--- config.mk ---
export PLATFORM = sky130hd
export DESIGN_NAME = uart_tx_fifo_engine
export DESIGN_NICKNAME = d
export VERILOG_FILES = /design/src/rtl/uart_tx_fifo_engine.sv
export SDC_FILE = /design/constraint.sdc
export NUM_CORES = 1
export LEC_CHECK = 0
export CAP_MARGIN = 0
export CELL_PAD_IN_SITES_DETAIL_PLACEMENT = 0
export CELL_PAD_IN_SITES_GLOBAL_PLACEMENT = 1
export CORE_ASPECT_RATIO = 0.75
export CORE_MARGIN = 2
export CORE_UTILIZATION = 50
export DETAILED_ROUTE_END_ITERATION = 6
export PLACE_DENSITY = 0.86
export RECOVER_POWER = 25
export SLEW_MARGIN = 20
export SYNTH_ARGS = -nofsm -noshare
export SYNTH_HDL_FRONTEND = slang
export SYNTH_SLANG_ARGS = --single-unit
--- constraint.sdc ---
create_clock -name CLK -period 5.9 [get_ports CLK]
set_input_delay 0.885 -clock CLK [delete_from_list [all_inputs] [get_ports CLK]]
set_output_delay 0.885 -clock CLK [all_outputs]
set_load 0.005 [all_outputs]
--- src/rtl/uart_tx_fifo_engine.sv ---
// -----------------------------------------------------------------------------
// uart_tx_fifo_engine
//   UART transmit engine with an integrated byte FIFO and its own bit-rate
//   divider. Supports 5-8 data bits, optional odd/even parity, one or two
//   stop bits and break generation. It also reports the FIFO fill level and
//   flags writes made while the FIFO is full (sticky overflow).
//
// Ports
//   CLK, RESET_N   clock (rising edge) and synchronous active-low reset
//   WEN, DATA_IN   byte push into the FIFO
//   BAUD_VAL       bit period = BAUD_VAL+1 clock cycles
//   DATA_BITS      00=5, 01=6, 10=7, 11=8 data bits
//   PARITY_EN      append a parity bit
//   ODD_N_EVEN     1 = odd parity, 0 = even parity
//   STOP2          1 = two stop bits, 0 = one stop bit
//   BREAK          hold TX low once the engine is idle
//   FIFO_CLR       flush the queued bytes; a frame in flight still completes
//   CLR_OVF        clear OVERFLOW
//   TX             serial line, idle high, registered
//   TXRDY          FIFO not full
//   TX_EMPTY       FIFO empty and engine idle
//   FIFO_LEVEL     number of queued bytes, 0..2**FIFO_AW
//   OVERFLOW       sticky flag: a write was attempted while the FIFO was full
//   DBG_STATE      current FSM state encoding, for observation only
//
// Handshake: WEN is a one-cycle push strobe with no back-pressure. A byte is
//   accepted when TXRDY is high, or when the FIFO is full and the engine pops
//   in the same cycle. Any other write while full is dropped and OVERFLOW is
//   set.
// -----------------------------------------------------------------------------
module uart_tx_fifo_engine #(
   parameter int FIFO_AW = 4,
   parameter int BAUD_W  = 16
) (
   input  logic               CLK,
   input  logic               RESET_N,
   input  logic               WEN,
   input  logic [7:0]         DATA_IN,
   input  logic [BAUD_W-1:0]  BAUD_VAL,
   input  logic [1:0]         DATA_BITS,
   input  logic               PARITY_EN,
   input  logic               ODD_N_EVEN,
   input  logic               STOP2,
   input  logic               BREAK,
   input  logic               FIFO_CLR,
   input  logic               CLR_OVF,
   output logic               TX,
   output logic               TXRDY,
   output logic               TX_EMPTY,
   output logic [FIFO_AW:0]   FIFO_LEVEL,
   output logic               OVERFLOW,
   output logic [2:0]         DBG_STATE
);

   localparam int DEPTH = 1 << FIFO_AW;
   localparam logic [FIFO_AW:0]  LVL_FULL = {1'b1, {FIFO_AW{1'b0}}};
   localparam logic [FIFO_AW:0]  LVL_ONE  = {{FIFO_AW{1'b0}}, 1'b1};
   localparam logic [FIFO_AW-1:0] PTR_ONE = {{(FIFO_AW-1){1'b0}}, 1'b1};
   localparam logic [BAUD_W-1:0] CNT_ONE  = {{(BAUD_W-1){1'b0}}, 1'b1};

   typedef enum logic [2:0] {
      ST_IDLE   = 3'd0,
      ST_START  = 3'd1,
      ST_DATA   = 3'd2,
      ST_PARITY = 3'd3,
      ST_STOP   = 3'd4,
      ST_BRK    = 3'd5
   } state_t;

   // FSM / shifter state
   state_t              state_q, state_d;
   logic [BAUD_W-1:0]   cnt_q, cnt_d;        // cycles left in the current bit
   logic [BAUD_W-1:0]   baud_q, baud_d;      // bit period latched at pop
   logic [7:0]          shift_q, shift_d;
   logic [2:0]          nbits_q, nbits_d;    // data bits left after the current one
   logic                par_en_q, par_en_d;
   logic                par_q, par_d;
   logic                stop2_q, stop2_d;
   logic                stop_more_q, stop_more_d; // a second stop bit follows
   logic                mark_hold_q, mark_hold_d; // post-break mark period running
   logic                tx_q, tx_d;

   // FIFO state
   logic [7:0]          mem_q [DEPTH];
   logic [FIFO_AW-1:0]  wr_ptr_q, wr_ptr_d;
   logic [FIFO_AW-1:0]  rd_ptr_q, rd_ptr_d;
   logic [FIFO_AW:0]    level_q, level_d;
   logic                ovf_q, ovf_d;

   logic                fifo_empty, fifo_full;
   logic                pop, push, bit_end;
   logic [7:0]          head, data_mask;
   logic                head_par;

   assign fifo_empty = (level_q == '0);
   assign fifo_full  = (level_q == LVL_FULL);
   assign bit_end    = (cnt_q == '0);
   assign head       = mem_q[rd_ptr_q];

   // Parity of the byte about to be popped, restricted to the configured
   // width so that unused MSBs never influence the parity bit.
   always_comb begin
      data_mask = 8'hFF;
      case (DATA_BITS)
         2'b00:   data_mask = 8'h1F;
         2'b01:   data_mask = 8'h3F;
         2'b10:   data_mask = 8'h7F;
         default: data_mask = 8'hFF;
      endcase
      head_par = (^(head & data_mask)) ^ ODD_N_EVEN;
   end

   // Frame sequencer. tx_d always carries the line level of the bit that the
   // next state will present, so TX is a plain flop with no decode glitches.
   always_comb begin
      state_d     = state_q;
      cnt_d       = cnt_q;
      baud_d      = baud_q;
      shift_d     = shift_q;
      nbits_d     = nbits_q;
      par_en_d    = par_en_q;
      par_d       = par_q;
      stop2_d     = stop2_q;
      stop_more_d = stop_more_q;
      mark_hold_d = mark_hold_q;
      tx_d        = tx_q;
      pop         = 1'b0;

      case (state_q)
         ST_IDLE: begin
            tx_d = 1'b1;
            if (mark_hold_q && !bit_end) begin
               cnt_d = cnt_q - CNT_ONE;
            end else begin
               mark_hold_d = 1'b0;
               if (BREAK) begin
                  state_d = ST_BRK;
                  tx_d    = 1'b0;
               end else if (!fifo_empty) begin
                  pop = 1'b1;
               end
            end
         end
         ST_START: begin
            if (bit_end) begin
               state_d = ST_DATA;
               tx_d    = shift_q[0];
               cnt_d   = baud_q;
            end else begin
               cnt_d = cnt_q - CNT_ONE;
            end
         end
         ST_DATA: begin
            if (bit_end) begin
               cnt_d = baud_q;
               if (nbits_q != 3'd0) begin
                  shift_d = {1'b0, shift_q[7:1]};
                  tx_d    = shift_q[1];
                  nbits_d = nbits_q - 3'd1;
               end else if (par_en_q) begin
                  state_d = ST_PARITY;
                  tx_d    = par_q;
               end else begin
                  state_d     = ST_STOP;
                  tx_d        = 1'b1;
                  stop_more_d = stop2_q;
               end
            end else begin
               cnt_d = cnt_q - CNT_ONE;
            end
         end
         ST_PARITY: begin
            if (bit_end) begin
               state_d     = ST_STOP;
               tx_d        = 1'b1;
               stop_more_d = stop2_q;
               cnt_d       = baud_q;
            end else begin
               cnt_d = cnt_q - CNT_ONE;
            end
         end
         ST_STOP: begin
            tx_d = 1'b1;
            if (bit_end) begin
               if (stop_more_q) begin
                  stop_more_d = 1'b0;
                  cnt_d       = baud_q;
               end else if (!fifo_empty && !BREAK) begin
                  pop = 1'b1;   // back-to-back: next start bit follows directly
               end else begin
                  state_d = ST_IDLE;
               end
            end else begin
               cnt_d = cnt_q - CNT_ONE;
            end
         end
         ST_BRK: begin
            tx_d = 1'b0;
            if (!BREAK) begin
               // Guarantee one full bit period of mark before any new start bit.
               state_d     = ST_IDLE;
               tx_d        = 1'b1;
               mark_hold_d = 1'b1;
               cnt_d       = BAUD_VAL;
            end
         end
         default: begin
            state_d = ST_IDLE;
            tx_d    = 1'b1;
         end
      endcase

      // A pop snapshots the byte and the whole frame format, so later
      // configuration changes cannot disturb the frame in flight.
      if (pop) begin
         state_d  = ST_START;
         tx_d     = 1'b0;
         cnt_d    = BAUD_VAL;
         baud_d   = BAUD_VAL;
         shift_d  = head;
         nbits_d  = 3'd4 + {1'b0, DATA_BITS};
         par_en_d = PARITY_EN;
         par_d    = head_par;
         stop2_d  = STOP2;
      end
   end

   // FIFO bookkeeping. A pop frees a slot in the same cycle, so a write to
   // a full FIFO is still accepted when it coincides with a pop.
   always_comb begin
      push     = WEN && (!fifo_full || pop);
      wr_ptr_d = wr_ptr_q;
      rd_ptr_d = rd_ptr_q;
      level_d  = level_q;
      ovf_d    = ovf_q;

      if (FIFO_CLR) begin
         wr_ptr_d = '0;
         rd_ptr_d = '0;
         level_d  = '0;
      end else begin
         if (push) wr_ptr_d = wr_ptr_q + PTR_ONE;
         if (pop)  rd_ptr_d = rd_ptr_q + PTR_ONE;
         case ({push, pop})
            2'b10:   level_d = level_q + LVL_ONE;
            2'b01:   level_d = level_q - LVL_ONE;
            default: level_d = level_q;
         endcase
      end

      // Setting wins over clearing in the same cycle.
      if (WEN && fifo_full && !pop) ovf_d = 1'b1;
      else if (CLR_OVF)             ovf_d = 1'b0;
   end

   always_ff @(posedge CLK) begin
      if (!RESET_N) begin
         state_q     <= ST_IDLE;
         cnt_q       <= '0;
         baud_q      <= '0;
         shift_q     <= '0;
         nbits_q     <= '0;
         par_en_q    <= 1'b0;
         par_q       <= 1'b0;
         stop2_q     <= 1'b0;
         stop_more_q <= 1'b0;
         mark_hold_q <= 1'b0;
         tx_q        <= 1'b1;
         wr_ptr_q    <= '0;
         rd_ptr_q    <= '0;
         level_q     <= '0;
         ovf_q       <= 1'b0;
      end else begin
         state_q     <= state_d;
         cnt_q       <= cnt_d;
         baud_q      <= baud_d;
         shift_q     <= shift_d;
         nbits_q     <= nbits_d;
         par_en_q    <= par_en_d;
         par_q       <= par_d;
         stop2_q     <= stop2_d;
         stop_more_q <= stop_more_d;
         mark_hold_q <= mark_hold_d;
         tx_q        <= tx_d;
         wr_ptr_q    <= wr_ptr_d;
         rd_ptr_q    <= rd_ptr_d;
         level_q     <= level_d;
         ovf_q       <= ovf_d;
      end
   end

   // Storage needs no reset: only slots between the pointers are ever read.
   always_ff @(posedge CLK) begin
      if (push) mem_q[wr_ptr_q] <= DATA_IN;
   end

   assign TX         = tx_q;
   assign TXRDY      = !fifo_full;
   assign TX_EMPTY   = fifo_empty && (state_q == ST_IDLE);
   assign FIFO_LEVEL = level_q;
   assign OVERFLOW   = ovf_q;
   assign DBG_STATE  = state_q;

endmodule

# Yosys cells after proc, flatten, opt, wreduce, memory -nomap -nowiden
# Memories as Yosys holds them, arrays and structs flattened. A register that Yosys moved wholly into a read port is not among the register bits.
# Index checks and enable logic that the tools add are counted.
# totals
mem_bits_rw	128
register_bits	66
output_inout_bits	12
n_memories	1
wordCells	157
romBits	0
latch_bits	0
inputBits	35
# memory_table
name	depth	width	read_ports	rd_ports_with_merged_regs	wr	line_no	rtl
mem_q	16	8	1	1	1	84	logic [7:0] mem_q [DEPTH];
# classes
n_lt_le_gt_ge	0
n_eq_ne	33
multipliers	0
n_div	0
add_sub_neg	7
muxes	61
bitwise_logic	3
shift	0
n_reduce_logical	36
# ops
op	count
$mux W16	6
$pmux W16 S4	1
$mux W3	15
$ne A3 B3 Y1 const B	11
$mux W8	4
$mux W1	26
$pmux W8 S3	1
$ne A2 B2 Y1 const B	11
$reduce_and A10 Y1	2
$pmux W3 S6	1
$logic_not A16 Y1	1
$sub A16 B1 Y16 const B	1
$reduce_bool A2 Y1	6
$pmux W5 S2	1
$reduce_and A3 Y1	3
$add A4 B1 Y4 const B	2
$and A8 B8 Y8	1
$mux W4	2
$reduce_xor A8 Y1	1
$eq A3 B2 Y1 const B	2
$eq A3 B3 Y1 const B	2
$logic_and A1 B1 Y1	6
$reduce_and A6 Y1	1
$reduce_bool A3 Y1	2
23 further kinds	31

# Longest topological paths before layout
# logic_depth
word_depth	11
mapped_depth	15
mapped_depth_nobuf	13

# Worst setup path before layout
# OpenSTA, ideal clock, no wires.
# synth_path
path_type	reg-to-reg
startpoint	register cnt_q[6]
endpoint	register level_q[4] (netlist: FIFO_LEVEL[4])
path_slack_ns	2.836
path_buffers	2
arrival_time_ns	2.946
synth_period_minus_slack_ns	3.064
setup_time_ns	0.118
stages_incl_launch_ff	15
required_ns	5.782
cell_sequence	dfxtp_1 > nor4_4 > nand4b_4 > o32a_1 > nand2b_1 > clkbuf_1 > buf_2 > nor2_1 > xor2_1 > ha_1 > or4_1 > nor3_1 > a31oi_1 > xor2_1 > nor2_1
# synth_between
elab_chain_len	9
word_cells_on_any_way	12
cone_classes	eq/ne (2); mux (4); reduce/logical (6)
# synth_lines
element	line_no	rtl
from (decl)	72	logic [BAUD_W-1:0] cnt_q, cnt_d;
from (signal assigned)	275	cnt_q <= cnt_d;
$logic_not A16 Y1 *	97	assign bit_end = (cnt_q == '0);
$logic_not A1 Y1	132	if (mark_hold_q && !bit_end) begin
$logic_and A1 B1 Y1	132	
$mux W1	132	
$pmux W1 S2 *	129	case (state_q)
$logic_or A1 B1 Y1	231	push = WEN && (!fifo_full || pop);
$logic_and A1 B1 Y1	231	
$eq A2 B1 Y1 / $eq A2 B2 Y1 (equally long branches)	244	case ({push, pop})
$pmux W5 S2 / $reduce_bool A2 Y1 (equally long branches)	--	
to (signal assigned)	287	level_q <= level_d;
to (decl)	87	logic [FIFO_AW:0] level_q, level_d;
# Mark *: on every way between the ends. The rest lies on a longest branch, timed or not.
# A chain may end at the register's enable or synchronous reset.

# Worst setup path in the final report
# layout_path
startpoint	register cnt_q[6]
endpoint	memory mem_q[3][3] (enable)
# layout_between
elab_chain_len	9
word_cells_on_any_way	10
cone_classes	mux (5); reduce/logical (5)
# layout_lines
element	line_no	rtl
$logic_not A16 Y1 *	97	
$logic_not A1 Y1	132	
$logic_and A1 B1 Y1	132	
$mux W1	132	
$pmux W1 S2 *	129	
$logic_or A1 B1 Y1 *	231	
$logic_and A1 B1 Y1 *	231	
$mux W1 *	294	if (push) mem_q[wr_ptr_q] <= DATA_IN;
$mux W1 (implied by the code) *	294	
to (decl)	84	
# Marks and branches as above.

==> results summary <==
By area the synthesized netlist is led by sky130_fd_sc_hd__edfxtp_1, sky130_fd_sc_hd__dfxtp_1, sky130_fd_sc_hd__mux4_1. The count of boundary I/O pins is 47. The share of the cycle needed by the critical path after routing came out at 58.03%.

At the worst endpoint, the required time is 5.95 ns. The total of flip-flops plus latches after synthesis is 198. The worst slew margin relative to its limit is 27.78%.

The largest single stage delay on the critical path is 0.86 ns. The clock transition time at the flip-flop clock pins of the worst setup and hold paths is 0.08 ns. The routed wire length per instance came out at 19.57 um. The final number of setup-violating endpoints came out at 0. The starting utilization of the core area is 51.70%. For this run, the leading register cell type out of synthesis is sky130_fd_sc_hd__edfxtp_1. The first global-routing pass estimated 29700 um of wire. The maximum fanout along the worst path came out at 10. The total inserted antenna cells is 0. The weighted congestion reported at the end of routability-driven placement is 0.8508. The number of instances resized during post-cts repair came out at 0.

The post-CTS repair timing setup buffer count came out at 0. Walking the worst path, the cells encountered are nor4_4, nand4b_4, o32a_1, nor2_2, o21a_1, nand2_1, nor3_1. Dividing total power by cell area gives a power density of 377.5 nW/um2. The number of warnings issued by yosys is 0. The worst setup path is launched from a flop. The via count of the first global-routing pass came out at 5332. The die area came out at 18640 um2. The count of routing violations after the opening detailed-route iteration came out at 615. The die boundary width came out at 157 um. The worst path buffer plus inverter count is 0.

The average cell area after synthesis came out at 12.72 um2. Summing all multi-input logic gate instances after layout gives 3278 um2. The netlist area before placement is 8778 um2. The total of fill cells in the finished design came out at 1325.

The run finished with clean final reports. The number of flops mapped to enable cells by yosys is 128. The cell sitting at the root of the clock tree is a sky130_fd_sc_hd__clkbuf_16. Sequential cells were found to cover 59.75% of the synthesized design area. The vias after detailed routing is 5597. The minimum clock period is 3.424 ns. No sink is reached through more buffers than the 2 on the longest clock path. For the worst setup path, the data arrival time is 3.47 ns.

The row count came out at 41. Detailed placement ended at an HPWL of 12620 um. The worst-case IR drop observed on VDD is 0.0002052 V. Among all stages on the critical path, the largest delay is contributed by sky130_fd_sc_hd__nor3_1. The number of distinct standard cells referenced by the synthesized netlist is 59.

The worst setup path is captured at a flop. The placeable core region came out at 16980 um2. The initial antenna violation count is 0. The maximum number of pins on one net before global-route repair came out at 54. On the critical path the largest part of the delay comes from simple AND/OR/NAND/NOR gates. In the synthesized netlist, the number of instances is 690. The standby leakage power came out at 3.439 nW. Clock latency on the worst-skew pair, taken at its later pin, is 0.43 ns. The count of final hold-check violations came to 0.

The final layout contains 768 nets. The area share of the leading cell type in the synthesized netlist came out at 43.79%. Clock tree synthesis found a total of 198 sinks. Setup repair after global routing left no endpoint under its margin. For this run the aggregate overflow at the end of global routing stands at 0.

The share of layout cells above drive strength 1 is 9.498%. The total DRC errors in the routed layout came out at 0. The number of pins exceeding their max-slew limit in the final report is 0.

The max-cap violation count came out at 0. The post-route total power is 3.777 mW. The actual transition at the worst max-transition pin is 1.075 ns. The number of search-and-repair iterations in the first detailed-routing pass came out at 5. The total of hold buffers inserted after clock tree synthesis came out at 0. The synthesis-to-layout area growth is 13.98%. The total negative setup slack is 0 ns.

The footprint of the flip-flops and latches is 5246 um2. The count of antenna-violating nets left after detailed routing is 0. Clock skew on the completed layout was measured at 0.008302 ns. The largest total area in the synthesized netlist belongs to sky130_fd_sc_hd__edfxtp_1. The overall routing resource usage came out at 21.26%. The fmax came out at 0.2921 GHz. For this run, asynchronously set or reset flops after synthesis account for 0%.

In the routed layout, each cell is associated on average with a via count of 5.752. Buffers placed on the I/O ports in this run total 46. TritonCTS built the clock tree. For this block, the routed nets add up to 19040 um of wire. The number of buffers created by CTS is 17. The H-tree depth reported by CTS came out at 4.

The vertical extent of the die came out at 118.8 um. The class of the most critical hold timing path is reg -> reg. The number of nets in the synthesized netlist is 734. The critical setup path kind is reg -> reg.
## Yosys cell counts, types with 5 or more instances
library cell               number
sky130_fd_sc_hd__a21boi_0      28
sky130_fd_sc_hd__a21oi_1       15
sky130_fd_sc_hd__a22oi_1       35
sky130_fd_sc_hd__and2_1         6
sky130_fd_sc_hd__buf_2          7
sky130_fd_sc_hd__clkbuf_1      23
sky130_fd_sc_hd__dfxtp_1       70
sky130_fd_sc_hd__edfxtp_1     128
sky130_fd_sc_hd__ha_1           9
sky130_fd_sc_hd__inv_1         14
sky130_fd_sc_hd__mux4_1        20
sky130_fd_sc_hd__mux4_2        13
sky130_fd_sc_hd__nand2_1      113
sky130_fd_sc_hd__nand2b_1       6
sky130_fd_sc_hd__nor2_1        47
sky130_fd_sc_hd__nor2b_1        5
sky130_fd_sc_hd__nor3_1        12
sky130_fd_sc_hd__o211a_1       14
sky130_fd_sc_hd__o21ai_0       28
sky130_fd_sc_hd__xnor2_1       16
sky130_fd_sc_hd__xor2_1        16
## per-stage QoR
stage | hold slack, ns | area, um2 | worst slack [ns] | instances | utilization (%)
global route | 0.4977 | 10010 | 2.270 | 973 | 58.93
CTS | 0.4710 | 10000 | 2.411 | 973 | 58.90
finish | 0.4669 | 10010 | 2.476 | 973 | 58.93
global placement | 0.4522 | 9388 | 2.203 | 941 | 55.29
floorplan | 0.4399 | 8778 | 2.836 | 690 | -
detailed placement | 0.4591 | 9388 | 2.073 | 941 | 55.29
## cells in the final DEF (no fill, tap or decap), types with 3 or more instances in the layout
cell	instances
sky130_fd_sc_hd__and2_1	6
sky130_fd_sc_hd__ha_1	9
sky130_fd_sc_hd__a2bb2oi_1	3
sky130_fd_sc_hd__a22oi_1	35
sky130_fd_sc_hd__dlygate4sd3_1	6
sky130_fd_sc_hd__o22ai_1	3
sky130_fd_sc_hd__nand3b_1	4
sky130_fd_sc_hd__mux4_1	20
sky130_fd_sc_hd__a211oi_1	4
sky130_fd_sc_hd__a21oi_1	14
sky130_fd_sc_hd__or2_2	3
sky130_fd_sc_hd__nor3_1	11
sky130_fd_sc_hd__clkdlybuf4s50_1	40
sky130_fd_sc_hd__nor4_1	4
sky130_fd_sc_hd__clkbuf_16	17
sky130_fd_sc_hd__buf_4	8
sky130_fd_sc_hd__nor2_1	47
sky130_fd_sc_hd__inv_6	4
sky130_fd_sc_hd__edfxtp_1	128
sky130_fd_sc_hd__inv_8	5
sky130_fd_sc_hd__dfxtp_1	69
sky130_fd_sc_hd__o21ai_0	28
sky130_fd_sc_hd__nand4_1	3
sky130_fd_sc_hd__a21boi_0	28
sky130_fd_sc_hd__nand2b_1	5
sky130_fd_sc_hd__xnor2_1	16
sky130_fd_sc_hd__mux4_2	13
sky130_fd_sc_hd__inv_1	14
sky130_fd_sc_hd__o211a_1	14
sky130_fd_sc_hd__nor2b_1	5
sky130_fd_sc_hd__xor2_1	16
sky130_fd_sc_hd__nand2_1	113
## cells by family after synthesis
logic type	share of synthesized area [%]
AND/OR/NAND/NOR	11.60
flip-flops	59.75
AO/OA/AOI/OAI	11.59
buffers and inverters	3.036
multiplexers	9.550
XOR/XNOR	3.193
adder cells (fa/ha/maj)	1.283
## report_power, final
group | internal, mW | leakage (nW) | switching [mW]
Sequential | 1.55 | 1.73 | 0.102
Combinational | 0.408 | 1.41 | 0.510
Clock | 0.648 | 0.299 | 0.557
## state kept, by name (all words and copies together) (netlist names), 3 cells and up, named ones only
signal      cells
DBG_STATE       3
cnt_q          16
rd_ptr_q        4
baud_q         16
wr_ptr_q        4
shift_q         8
FIFO_LEVEL      5
mem_q         128
nbits_q         3
## cell type report
class                      count  share of cell area (%)
inverter                      14                  0.5252
tap                          236                   2.951
clock buffer                  17                   4.252
clock inverter                15                   1.876
timing repair buffer          54                   5.202
multi-input combinational    439                   32.76
sequential                   198                   52.43
## worst reg2reg max path, cell delays in order (launching register included)
cell                       delay (ns)
sky130_fd_sc_hd__dfxtp_1         0.39
sky130_fd_sc_hd__nor4_4          0.42
sky130_fd_sc_hd__nand4b_4        0.24
sky130_fd_sc_hd__o32a_1          0.44
sky130_fd_sc_hd__nor2_2          0.16
sky130_fd_sc_hd__o21a_1          0.32
sky130_fd_sc_hd__nand2_1         0.21
sky130_fd_sc_hd__nor3_1          0.86
## worst paths after layout
kind | slack (ns) | startpoint | depth (start not counted) | to
worst max-delay path | 2.48 | cnt_q[6]$_SDFFE_PN0P_ | 7 | mem_q[3][3]$_DFFE_PP_
worst min-delay path | 0.47 | baud_q[3]$_SDFFE_PN0P_ | 2 | baud_q[3]$_SDFFE_PN0P_
worst max register to register | 2.48 | cnt_q[6]$_SDFFE_PN0P_ | 7 | mem_q[3][3]$_DFFE_PP_
worst min register to register | 0.47 | baud_q[3]$_SDFFE_PN0P_ | 2 | baud_q[3]$_SDFFE_PN0P_
## routing by layer
metal | wire (um) | track usage [%] | share of wire [%] | vias up
met5 | 0 | 0 | 0 | -
met1 | 9337 | 32.88 | 49 | 2783
li1 | - | - | - | 2647
met4 | 165 | 5.275 | 0.87 | 0
met2 | 8421 | 30.24 | 44 | 154
met3 | 1117 | 4.987 | 5.9 | 13
No activity file was read; power rests on OpenSTA's default activity.
